File: src/rtl/fetch_queue.sv
// First-word-fall-through {PC, instruction} queue between instruction memory and decode.
// Optional zero-latency IMEM->ID path when the queue is empty: define FETCH_QUEUE_BYPASS_EN.
module fetch_queue #(
    parameter int DEPTH = 4,
    parameter int PTR_W = 2
) (
    input  logic             CLK,
    input  logic             RESET,
    input  logic             FLUSH,
    input  logic             IMEM_VALID,
    input  logic [31:0]      IMEM_PC,
    input  logic [31:0]      IMEM_INSTR,
    output logic             QUEUE_READY,
    input  logic             ID_READY,
    output logic             ID_VALID,
    output logic [31:0]      ID_PC,
    output logic [31:0]      ID_INSTR,
    output logic [24:0]      ID_IMM_FIELD,
    output logic [PTR_W:0]   COUNT
);

    localparam logic [PTR_W:0] FULL_COUNT = (PTR_W + 1)'(DEPTH);
    localparam logic [31:0]    NOP_INSTR  = 32'h0000_0013;

    logic [PTR_W-1:0] wr_ptr_reg;
    logic [PTR_W-1:0] rd_ptr_reg;
    logic [PTR_W:0]   count_reg;

    // Contents are never cleared; validity lives only in count_reg.
    logic [31:0] pc_mem    [DEPTH];
    logic [31:0] instr_mem [DEPTH];

    logic stored_valid;
    logic bypass_hit;
    logic bypass_take;
    logic push;
    logic pop;

    assign stored_valid = (count_reg != '0);
    assign QUEUE_READY  = (count_reg != FULL_COUNT);
    assign COUNT        = count_reg;

`ifdef FETCH_QUEUE_BYPASS_EN
    assign bypass_hit = ~stored_valid & IMEM_VALID & ~FLUSH;
`else
    assign bypass_hit = 1'b0;
`endif

    // A bypassed word that decode takes immediately never enters storage.
    assign bypass_take = bypass_hit & ID_READY;
    assign push        = IMEM_VALID & QUEUE_READY & ~FLUSH & ~bypass_take;
    assign pop         = stored_valid & ID_READY & ~FLUSH;

    always_comb begin
        ID_VALID = stored_valid | bypass_hit;
        ID_PC    = 32'h0;
        ID_INSTR = NOP_INSTR;
        if (stored_valid) begin
            ID_PC    = pc_mem[rd_ptr_reg];
            ID_INSTR = instr_mem[rd_ptr_reg];
        end else if (bypass_hit) begin
            ID_PC    = IMEM_PC;
            ID_INSTR = IMEM_INSTR;
        end
    end

    assign ID_IMM_FIELD = ID_INSTR[31:7];

    always_ff @(posedge CLK) begin
        if (push) begin
            pc_mem[wr_ptr_reg]    <= IMEM_PC;
            instr_mem[wr_ptr_reg] <= IMEM_INSTR;
        end
    end

    // DEPTH is a power of two, so pointer increments wrap naturally.
    always_ff @(posedge CLK or posedge RESET) begin
        if (RESET) begin
            wr_ptr_reg <= '0;
            rd_ptr_reg <= '0;
            count_reg  <= '0;
        end else if (FLUSH) begin
            wr_ptr_reg <= '0;
            rd_ptr_reg <= '0;
            count_reg  <= '0;
        end else begin
            if (push) begin
                wr_ptr_reg <= wr_ptr_reg + 1'b1;
            end
            if (pop) begin
                rd_ptr_reg <= rd_ptr_reg + 1'b1;
            end
            case ({push, pop})
                2'b10:   count_reg <= count_reg + 1'b1;
                2'b01:   count_reg <= count_reg - 1'b1;
                default: count_reg <= count_reg;
            endcase
        end
    end

endmodule
File: config.mk
export PLATFORM = sky130hd
export DESIGN_NAME = fetch_queue
export DESIGN_NICKNAME = d
export VERILOG_FILES = /design/src/rtl/fetch_queue.sv
export SDC_FILE = /design/constraint.sdc
export NUM_CORES = 1
export LEC_CHECK = 0
export ABC_AREA = 1
export CAP_MARGIN = 5
export CELL_PAD_IN_SITES_DETAIL_PLACEMENT = 1
export CELL_PAD_IN_SITES_GLOBAL_PLACEMENT = 1
export CORE_MARGIN = 2
export CORE_UTILIZATION = 30
export DETAILED_ROUTE_END_ITERATION = 10
export PLACE_DENSITY_LB_ADDON = 0.1
export SETUP_SLACK_MARGIN = 0.5
export SLEW_MARGIN = 20
export SYNTH_ARGS = -nofsm -noshare
export SYNTH_HDL_FRONTEND = slang
export SYNTH_SLANG_ARGS = --single-unit
File: constraint.sdc
create_clock -name CLK -period 6.1 [get_ports CLK]
set_clock_uncertainty 0.1 [all_clocks]
set_input_delay 1.22 -clock CLK [delete_from_list [all_inputs] [get_ports CLK]]
set_output_delay 1.22 -clock CLK [all_outputs]
set_load 0.02 [all_outputs]
==> results of run 1 <==
how the worst max path moves through the flow:
stage / from / end / slack, ns / depth (start not counted)
after global placement: rd_ptr_reg[0] / ID_IMM_FIELD[13] / 1.74 / 6
after global routing: rd_ptr_reg[0] / ID_INSTR[20] / 0.92 / 6
after floorplan: IMEM_VALID / instr_mem[0][0] / 1.30 / 4
final: rd_ptr_reg[0] / ID_INSTR[9] / 1.25 / 6
after CTS: rd_ptr_reg[0] / ID_IMM_FIELD[9] / 1.10 / 6
after detailed placement: rd_ptr_reg[0] / ID_IMM_FIELD[9] / 1.70 / 6
tightest hold or removal path: stages, from the launching register on:
cell and delay, ns:
dfrtp_1 0.46, nand2_1 0.08, nand2_1 0.06
final cells by class:
cell class,count,share of cell area (%)
Antenna cell,1,0.0185
Clock buffer,34,5.82
Clock inverter,22,1.88
Inverter,15,0.444
Multi-Input combinational cell,490,16.2
Sequential cell,263,58.2
Tap cell,455,4.21
Timing Repair Buffer,174,13.2
routing by layer:
| layer | global-route usage (%) | routed length (um) | share of wire (%) |
|---|---|---|---|
| met1 | 19.4 | 12300 | 45 |
| met2 | 26.1 | 13400 | 49 |
| met3 | 2.48 | 1150 | 4.2 |
| met4 | 3.43 | 378 | 1.4 |
| met5 | 0 | 0 | 0 |
cell usage in the layout, fill, tap and decap left out:
| master | n |
|---|---|
| buf_4 | 6 |
| clkinvlp_4 | 6 |
| xnor2_1 | 1 |
| nand2_1 | 22 |
| clkbuf_1 | 3 |
| o21ai_0 | 124 |
| dfrtp_1 | 5 |
| clkdlybuf4s50_1 | 162 |
| inv_4 | 1 |
| fa_1 | 1 |
| ha_1 | 4 |
| clkbuf_16 | 31 |
| nor2_1 | 257 |
| inv_1 | 12 |
| nor2_2 | 2 |
| clkinv_1 | 6 |
| clkinv_2 | 3 |
| o21ai_1 | 5 |
| a21oi_1 | 64 |
| clkinv_4 | 3 |
| inv_2 | 1 |
| nand3_1 | 2 |
| buf_12 | 6 |
| edfxtp_1 | 256 |
| o311ai_0 | 3 |
| nor2_4 | 4 |
| diode_2 | 1 |
| dfrtp_4 | 2 |
| bufinv_16 | 5 |
| a21boi_0 | 1 |
kinds of logic after synthesis:
| group | Yosys count | synth area share, % |
|---|---|---|
| AND/OR/NAND/NOR | 287 | 10.3 |
| AO/OA/AOI/OAI | 197 | 9.51 |
| adder cells (fa/ha/maj) | 5 | 0.666 |
| buffers and inverters | 88 | 4.68 |
| flip-flops | 263 | 74.8 |
| XOR/XNOR | 1 | 0.0833 |
power groups by stage:
stage | clock network, mW | registers, mW | logic, mW
2_1_floorplan | 0 | 2.18 | 1.37
3_3_place_gp | 0 | 2.21 | 2.34
3_5_place_dp | 0 | 2.22 | 2.34
4_1_cts | 1.91 | 2.18 | 2.35
5_1_grt | 1.98 | 2.19 | 2.48
6_report | 1.87 | 2.17 | 2.28
per-stage QoR:
step	power [mW]	hold WS [ns]	instances	setup slack, ns
finish	6.32	0.523	1454	1.25
global route	6.66	0.568	1453	0.922
CTS	6.44	0.544	1452	1.10
detailed placement	4.55	0.520	1396	1.70
global placement	4.55	0.523	1396	1.74
floorplan	3.55	0.480	841	1.30
==> flow_summary_export.csv, run 1 <==
group,metric,value,unit
status,status,"completed",
critical_path,crit_path_max_fanout,75,
synthesis,synth_commonest_cells,"nor2_1, edfxtp_1, o21ai_0, a21oi_1, buf_4",
final_layout,nNetsFinal,1048,
placement,post_dp_cell_area,12500,um2
final_layout,drive_gt1_share,7.01,%
critical_path,crit_chain,"buf_4, nor2_1, nor2_1, o21ai_0, a21oi_1, clkdlybuf4s50_1",
global_routing,grt_pass1_wl,41.6,mm
hold_path,hp-start,"COUNT[2]",
clock_tree,cts_tree,"built",
clock_tree,cts_buffers,30,
critical_path,cp_common_cell,"nor2_1",
pwr,pwr-share-clk,29.6,%
critical_path,r2r_end,"instr_mem[1][7]",
timing,final_max_slew_viol_count,0,
timing,final-hold-violation-count,0,
synthesis,ys_async_sr_fraction,2.66,%
route,drc,0,
critical_path,r2r_cells,7,
global_routing,antenna_found_initial,1,
placement,portBuffers,162,
pwr,peakVddDrop,0.243,mV
synthesis,yosys.area.top_type,"edfxtp_1",
clock_tree,holdBufCountCts,0,
clock_tree,clock-sinks,263,
route,num_vias,6691,
timing,setup-tns-final,0,ns
critical_path,cp-start-kind,"flop",
synthesis,synthesis.nets,915,
route,wirelength,27.2,mm
clock_tree,insertion_delay,0.55,ns
synthesis,synth.top_cells.by_area,"edfxtp_1, nor2_1, o21ai_0",
final_layout,seqCellArea,7870,um2
critical_path,critPathRequiredTime,4.78,ns
synthesis,synth_edf_count,256,
final_layout,area_growth,28.6,%
timing,worst_slew_pin_slew,1.05,ns
clock_tree,root_buffer,"clkbuf_16",
floorplanning,die_height,191,um
hold_path,hold_end,"COUNT[2]",
floorplanning,coreArea,34500,um2
global_routing,track_usage,15.0,%
timing,fin_crit_sh,79.5,%
final_layout,multi_input_area,2190,um2
critical_path,r2r-start,"COUNT[1]",
pwr,pwr-share-comb,36.1,%
pwr,seq_power_share,34.4,%
critical_path,rrSetupSlack,3.37,ns
route,drtIter0Drc,355,
critical_path,crit_type,"flop to primary output",
timing,period_needed,4.85,ns
synthesis,ys_types,21,
run,maxCapViolations,0,
timing,fmax,0.206,GHz
placement,gp_congestion,0.686,
pwr,switching_share,34.5,%
critical_path,path_buf_inv,2,
floorplanning,placementRows,68,
hold_path,min_delay_path_depth,2,
synthesis,syn_area_per_cell,12.5,um2
route,post_drt_via_cell_ratio,4.60,
hold_path,hold_path_class,"flop to flop",
timing,grt_setup_unrepaired,"false",
critical_path,crit_path_max_incr_delay,0.85,ns
synthesis,synth_top_cell_area_share,73.1,%
critical_path,end_kind,"primary output",
placement,dpl.hpwl,15.2,mm
final_layout,fillers,3692,
timing,setup_viol,0,
clock_tree,cts_max_level,1,
pwr,p_int,4.14,mW
clock_tree,cts_resized,0,
final_layout,post-route-util,39.1,%
global_routing,grt_max_degree,76,
critical_path,cp.arrival,3.53,ns
route,routedWlPerCell,18.7,um
synthesis,ys.warnings.count,0,
floorplanning,fp.dieW,191,um
pwr,p_leak,4.51,nW
pwr,switching_power,2.18,mW
critical_path,path_delay_family,"buffers and inverters",
pwr,powerDensity,468,nW/um2
route,antenna_left,0,
global_routing,grt_overflow_total,0,
synthesis,ys.flop_type,"edfxtp_1",
synthesis,synthCells,841,
critical_path,cpMaxStageDelayCell,"dfrtp_4",
synthesis,yosysMostFrequentCell,"nor2_1",
floorplanning,die_area,36600,um2
clock_tree,post_cts_buffers,0,
route,dr.pass1.iters,4,
clock_tree,clk_pin_slew,0.06,ns
floorplanning,io_pins,163,
floorplanning,start_util,30.4,%
final_layout,postLayoutCellArea,13500,um2
synthesis,synth_seq_cells,263,
clock_tree,cts_buffer_depth,3,
synthesis,syn_area,10500,um2
global_routing,grt_pass1_vias,7155,
synthesis,ys_seq_area_share,74.8,%
timing,max_slew_margin,29.7,%
Power figures use the tool's default switching activity.
==> run 2: changes to the inputs <==
- clock period: 6.1 -> 4.1 ns (I/O delays scaled with it)
==> flow_summary_export.csv, run 2 (synthesis gave the netlist of run 1 again) <==
group,metric,value,unit
critical_path,crit_chain,"buf_6, o311ai_1, clkdlybuf4s50_1",
floorplanning,coreArea,34500,um2
clock_tree,clock-sinks,263,
route,post_drt_via_cell_ratio,4.63,
critical_path,crit_type,"flop to primary output",
timing,worst_slew_pin_slew,0.657,ns
route,num_vias,6788,
global_routing,grt_max_degree,69,
timing,final-hold-violation-count,0,
status,status,"completed",
floorplanning,die_area,36600,um2
critical_path,critPathRequiredTime,3.18,ns
floorplanning,io_pins,163,
route,drtIter0Drc,249,
run,maxCapViolations,0,
critical_path,crit_path_max_fanout,64,
timing,whs,0.439,ns
pwr,pwr-share-clk,27.9,%
placement,dpl.hpwl,15.3,mm
critical_path,cp.arrival,2.57,ns
critical_path,end_kind,"primary output",
critical_path,r2r-start,"COUNT[0]",
route,dr.pass1.iters,4,
floorplanning,placementRows,68,
final_layout,antenna_cells,0,
timing,final_max_slew_viol_count,0,
timing,setup-tns-final,0,ns
pwr,switching_share,34.7,%
final_layout,nNetsFinal,1062,
critical_path,cpMaxStageDelayCell,"clkdlybuf4s50_1",
floorplanning,fp.dieW,191,um
route,drc,0,
timing,max_slew_margin,56.2,%
critical_path,r2r_cells,7,
timing,postLayoutSetupSlackWorst,0.610,ns
timing,fin_crit_sh,85.1,%
floorplanning,die_height,191,um
clock_tree,cts_max_level,1,
global_routing,grt_pass1_vias,7162,
global_routing,grt_overflow_total,0,
pwr,seq_power_share,34.4,%
final_layout,fillers,3669,
placement,pre_cts_ws,0.781,ns
final_layout,final_common_cell,"nor2_1",
pwr,pwr-share-comb,37.7,%
pwr,peakVddDrop,0.440,mV
timing,setup_viol,0,
clock_tree,cts_buffers,30,
placement,portBuffers,162,
final_layout,area_growth,30.3,%
timing,fmax,0.287,GHz
floorplanning,start_util,30.4,%
pwr,powerDensity,676,nW/um2
timing,grt_setup_unrepaired,"true",
final_layout,post-route-util,39.7,%
final_layout,drive_gt1_share,7.81,%
clock_tree,cts_tree,"built",
timing,period_needed,3.49,ns
global_routing,track_usage,14.8,%
critical_path,cp-start-kind,"flop",
pwr,switching_power,3.22,mW
critical_path,crit_path_max_incr_delay,0.69,ns
pwr,total_power,9.27,mW
route,wirelength,27.2,mm
pwr,p_leak,5.23,nW
route,antenna_left,0,
hold_path,hold_path_class,"input pin to async pin",
clock_tree,insertion_delay,0.54,ns
final_layout,final_cell_mix,"nor2_1, edfxtp_1, o21ai_0",
global_routing,grt_pass1_wl,41.5,mm
route,routedWlPerCell,18.6,um
clock_tree,cts_buffer_depth,3,
critical_path,crit_start,"rd_ptr_reg[1]",
clock_tree,clk_pin_slew,0.06,ns
placement,gp_congestion,0.779,
global_routing,antenna_found_initial,3,
pwr,p_int,6.05,mW
clock_tree,root_buffer,"clkbuf_16",
[run 2: cell count changes in the layout (fill, tap and decap cells not counted), sizes merged]
cell	change
bufinv	-2
buf	+13
dlymetal6s2s	+47
clkinv	+6
clkinvlp	-6
clkdlybuf4s50	-54
diode	-1
dlygate4sd2	+7
clkbuf	+2
[run 2: through the flow]
stage | cell area, um2 | instances
final | 13700 | 1466
after global routing | 13700 | 1466
after floorplan | 10500 | 841
after detailed placement | 12500 | 1407
after global placement | 12500 | 1407
after CTS | 13500 | 1463
[run 2: area by class of cell]
class                      count  area, um2  area share, %
sequential                   263       7870           57.4
multi-input combinational    490       2190           16.0
timing repair buffer         188       2030           14.8
clock buffer                  35        791           5.77
tap                          455        569           4.16
clock inverter                20        168           1.22
inverter                      15       76.3          0.557
[run 2: path summary, 6_finish.rpt]
| kind | endpoint | slack, ns |
|---|---|---|
| max | ID_INSTR[1] | 0.61 |
| max reg2reg | pc_mem[3][27] | 1.79 |
| max in group asynchronous | rd_ptr_reg[1] | 3.18 |
| min | COUNT[2] | 0.44 |
| min in group CLK | COUNT[1] | 0.48 |
| min reg2reg | COUNT[1] | 0.48 |
[run 2: critical path, delay by kind of cell, from the launching register on]
kind / cells / cell delay, ns
compound gates: 1 / 0.52
buf+inv: 2 / 1.01
flops: 1 / 0.49
[run 2: routing by layer]
metal	share of wire, %	track usage (%)	routed length [um]
met1	44	18.6	12000
met2	49	26.0	13300
met3	4.9	2.96	1320
met4	2.1	4.08	569
met5	0.099	0	27
[run 2: repair_timing]
action / 4_1_cts / 5_1_grt
setup endpoints to repair: 89 / 73
hold buffers: 0 / 0
setup buffers: 1 / 2
cloned: 0 / 1
gates resized for setup: 17 / 50
[run 2: power by group through the flow]
stage	logic [mW]	registers, mW	clock network [mW]
detailed placement	3.59	3.25	0
global placement	3.58	3.25	0
finish	3.50	3.19	2.58
floorplan	2.04	3.25	0
CTS	3.62	3.20	2.66
global route	3.81	3.21	2.77
==> run 3: changes to the inputs <==
- CELL_PAD_IN_SITES_DETAIL_PLACEMENT: 1 -> not set
- CELL_PAD_IN_SITES_GLOBAL_PLACEMENT: 1 -> not set
- PLACE_DENSITY_LB_ADDON: 0.1 -> not set
==> flow_summary_export.csv, run 3 (synthesis gave the netlist of run 1 again) <==
group,metric,value,unit
final_layout,antenna_cells,0,
timing,setup_viol,0,
critical_path,cpMaxStageDelayCell,"clkdlybuf4s50_1",
clock_tree,root_buffer,"clkbuf_16",
timing,final-hold-violation-count,0,
run,maxCapViolations,0,
clock_tree,insertion_delay,0.53,ns
critical_path,path_buf_inv,3,
pwr,p_int,5.99,mW
floorplanning,die_height,191,um
final_layout,fin_cells,1460,
global_routing,track_usage,12.9,%
placement,portBuffers,162,
pwr,switching_power,3.15,mW
route,post_drt_via_cell_ratio,4.52,
final_layout,nNetsFinal,1056,
critical_path,r2r_cells,7,
critical_path,r2r_end,"instr_mem[0][6]",
clock_tree,cts_max_level,1,
global_routing,grt_overflow_total,0,
route,routedWlPerCell,16.4,um
timing,fmax,0.286,GHz
critical_path,crit_path_max_fanout,36,
timing,worst_slew_pin_slew,0.542,ns
pwr,total_power,9.14,mW
final_layout,area_growth,29.1,%
final_layout,final_common_cell,"nor2_1",
floorplanning,placementRows,68,
placement,post_dp_cell_area,12500,um2
clock_tree,cts_buffers,29,
global_routing,grt_pass1_vias,6763,
pwr,switching_share,34.4,%
global_routing,grt_max_degree,65,
clock_tree,cts_buffer_depth,3,
pwr,peakVddDrop,0.486,mV
route,drc,0,
timing,max_slew_margin,63.9,%
timing,grt_setup_unrepaired,"true",
route,drtIter0Drc,358,
critical_path,path_delay_family,"buffers and inverters",
critical_path,cp.arrival,2.57,ns
route,num_vias,6604,
pwr,pwr-share-comb,37.7,%
final_layout,final_cell_mix,"nor2_1, edfxtp_1, clkdlybuf4s50_1",
route,wirelength,23.9,mm
critical_path,critPathRequiredTime,3.18,ns
timing,fin_crit_sh,85.2,%
critical_path,crit_path_max_incr_delay,0.65,ns
floorplanning,fp.dieW,191,um
route,dr.pass1.iters,4,
clock_tree,clock-sinks,263,
clock_tree,clk_pin_slew,0.06,ns
final_layout,postLayoutCellArea,13600,um2
final_layout,drive_gt1_share,7.76,%
pwr,p_leak,4.82,nW
critical_path,end_kind,"primary output",
pwr,pwr-share-clk,27.4,%
critical_path,r2r-start,"COUNT[0]",
critical_path,crit_chain,"clkinv_8, buf_4, o21ai_0, a21oi_1, clkdlybuf4s50_1",
floorplanning,io_pins,163,
clock_tree,cts_tree,"built",
route,antenna_left,0,
critical_path,rrSetupSlack,1.88,ns
placement,dpl.hpwl,13.6,mm
placement,dpl.cell_count,1402,
critical_path,crit_type,"flop to primary output",
pwr,powerDensity,673,nW/um2
floorplanning,start_util,30.4,%
timing,final_max_slew_viol_count,0,
status,status,"completed",
floorplanning,coreArea,34500,um2
clock_tree,holdBufCountCts,0,
hold_path,hold_path_class,"input pin to async pin",
pwr,seq_power_share,34.9,%
placement,gp_congestion,0.706,
timing,setup-tns-final,0,ns
global_routing,grt_pass1_wl,36.9,mm
floorplanning,die_area,36600,um2
timing,period_needed,3.49,ns
global_routing,antenna_found_initial,0,
critical_path,cp-start-kind,"flop",
timing,whs,0.430,ns
## run 3: changes by cell type in the layout (fill, tap and decap cells not counted), sizes merged
cell and delta:
clkinv -3, dlymetal6s2s -28, clkinvlp +2, buf -6, clkbuf -2, inv +3
clkdlybuf4s50 +28
## run 3: cell type report
cell class | count | area (um2)
Fill cell | 3284 | 21000
Sequential cell | 263 | 7870
Multi-Input combinational cell | 490 | 2200
Timing Repair Buffer | 183 | 1940
Clock buffer | 32 | 737
Tap cell | 455 | 569
Clock inverter | 22 | 194
Inverter | 15 | 73.8
## run 3: power groups by stage
stage	registers [mW]	logic (mW)	clock network [mW]
after global placement	3.24	3.45	0
after detailed placement	3.24	3.46	0
after CTS	3.19	3.47	2.58
final	3.19	3.44	2.50
after global routing	3.21	3.72	2.70
after floorplan	3.25	2.04	0
## run 3: repair_timing
action | in CTS | in global routing
gates resized for setup | 17 | 24
setup buffers | 0 | 3
endpoints found under the setup margin | 83 | 65
cloned | 0 | 1
pin swaps | 0 | 0
## run 3: worst max-delay path by stage
stage | from | end | cells past startpoint
after global routing | rd_ptr_reg[0] | ID_PC[9] | 6
final | rd_ptr_reg[0] | ID_IMM_FIELD[21] | 5
after detailed placement | rd_ptr_reg[0] | ID_PC[2] | 5
after floorplan | IMEM_VALID | instr_mem[0][0] | 4
after CTS | rd_ptr_reg[0] | ID_PC[2] | 5
after global placement | rd_ptr_reg[0] | ID_PC[2] | 5
## run 3: worst reg2reg max path, cell delays in order (launching register included)
cell,delay (ns)
dfrtp_1,0.47
nor2_2,0.08
nand2_1,0.08
nand2_1,0.09
nor2_1,0.20
inv_1,0.21
nor2_4,0.13
buf_4,0.46
## run 3: routing by layer
| layer | track usage (%) | up-vias | part of all wire (%) |
|---|---|---|---|
| met1 | 15.8 | 3197 | 43 |
| met2 | 23.1 | 143 | 49 |
| met5 | 0 | - | 0 |
| li1 | - | 3222 | - |
| met3 | 2.70 | 42 | 5.2 |
| met4 | 3.22 | 0 | 2.5 |
## run 3: metrics by stage
stage          setup WS (ns)  utilization (%)
2_1_floorplan         -0.302                -
3_3_place_gp           0.830             36.2
3_5_place_dp           0.811             36.2
4_1_cts                0.497             38.9
5_1_grt                0.473             39.3
6_report               0.608             39.3
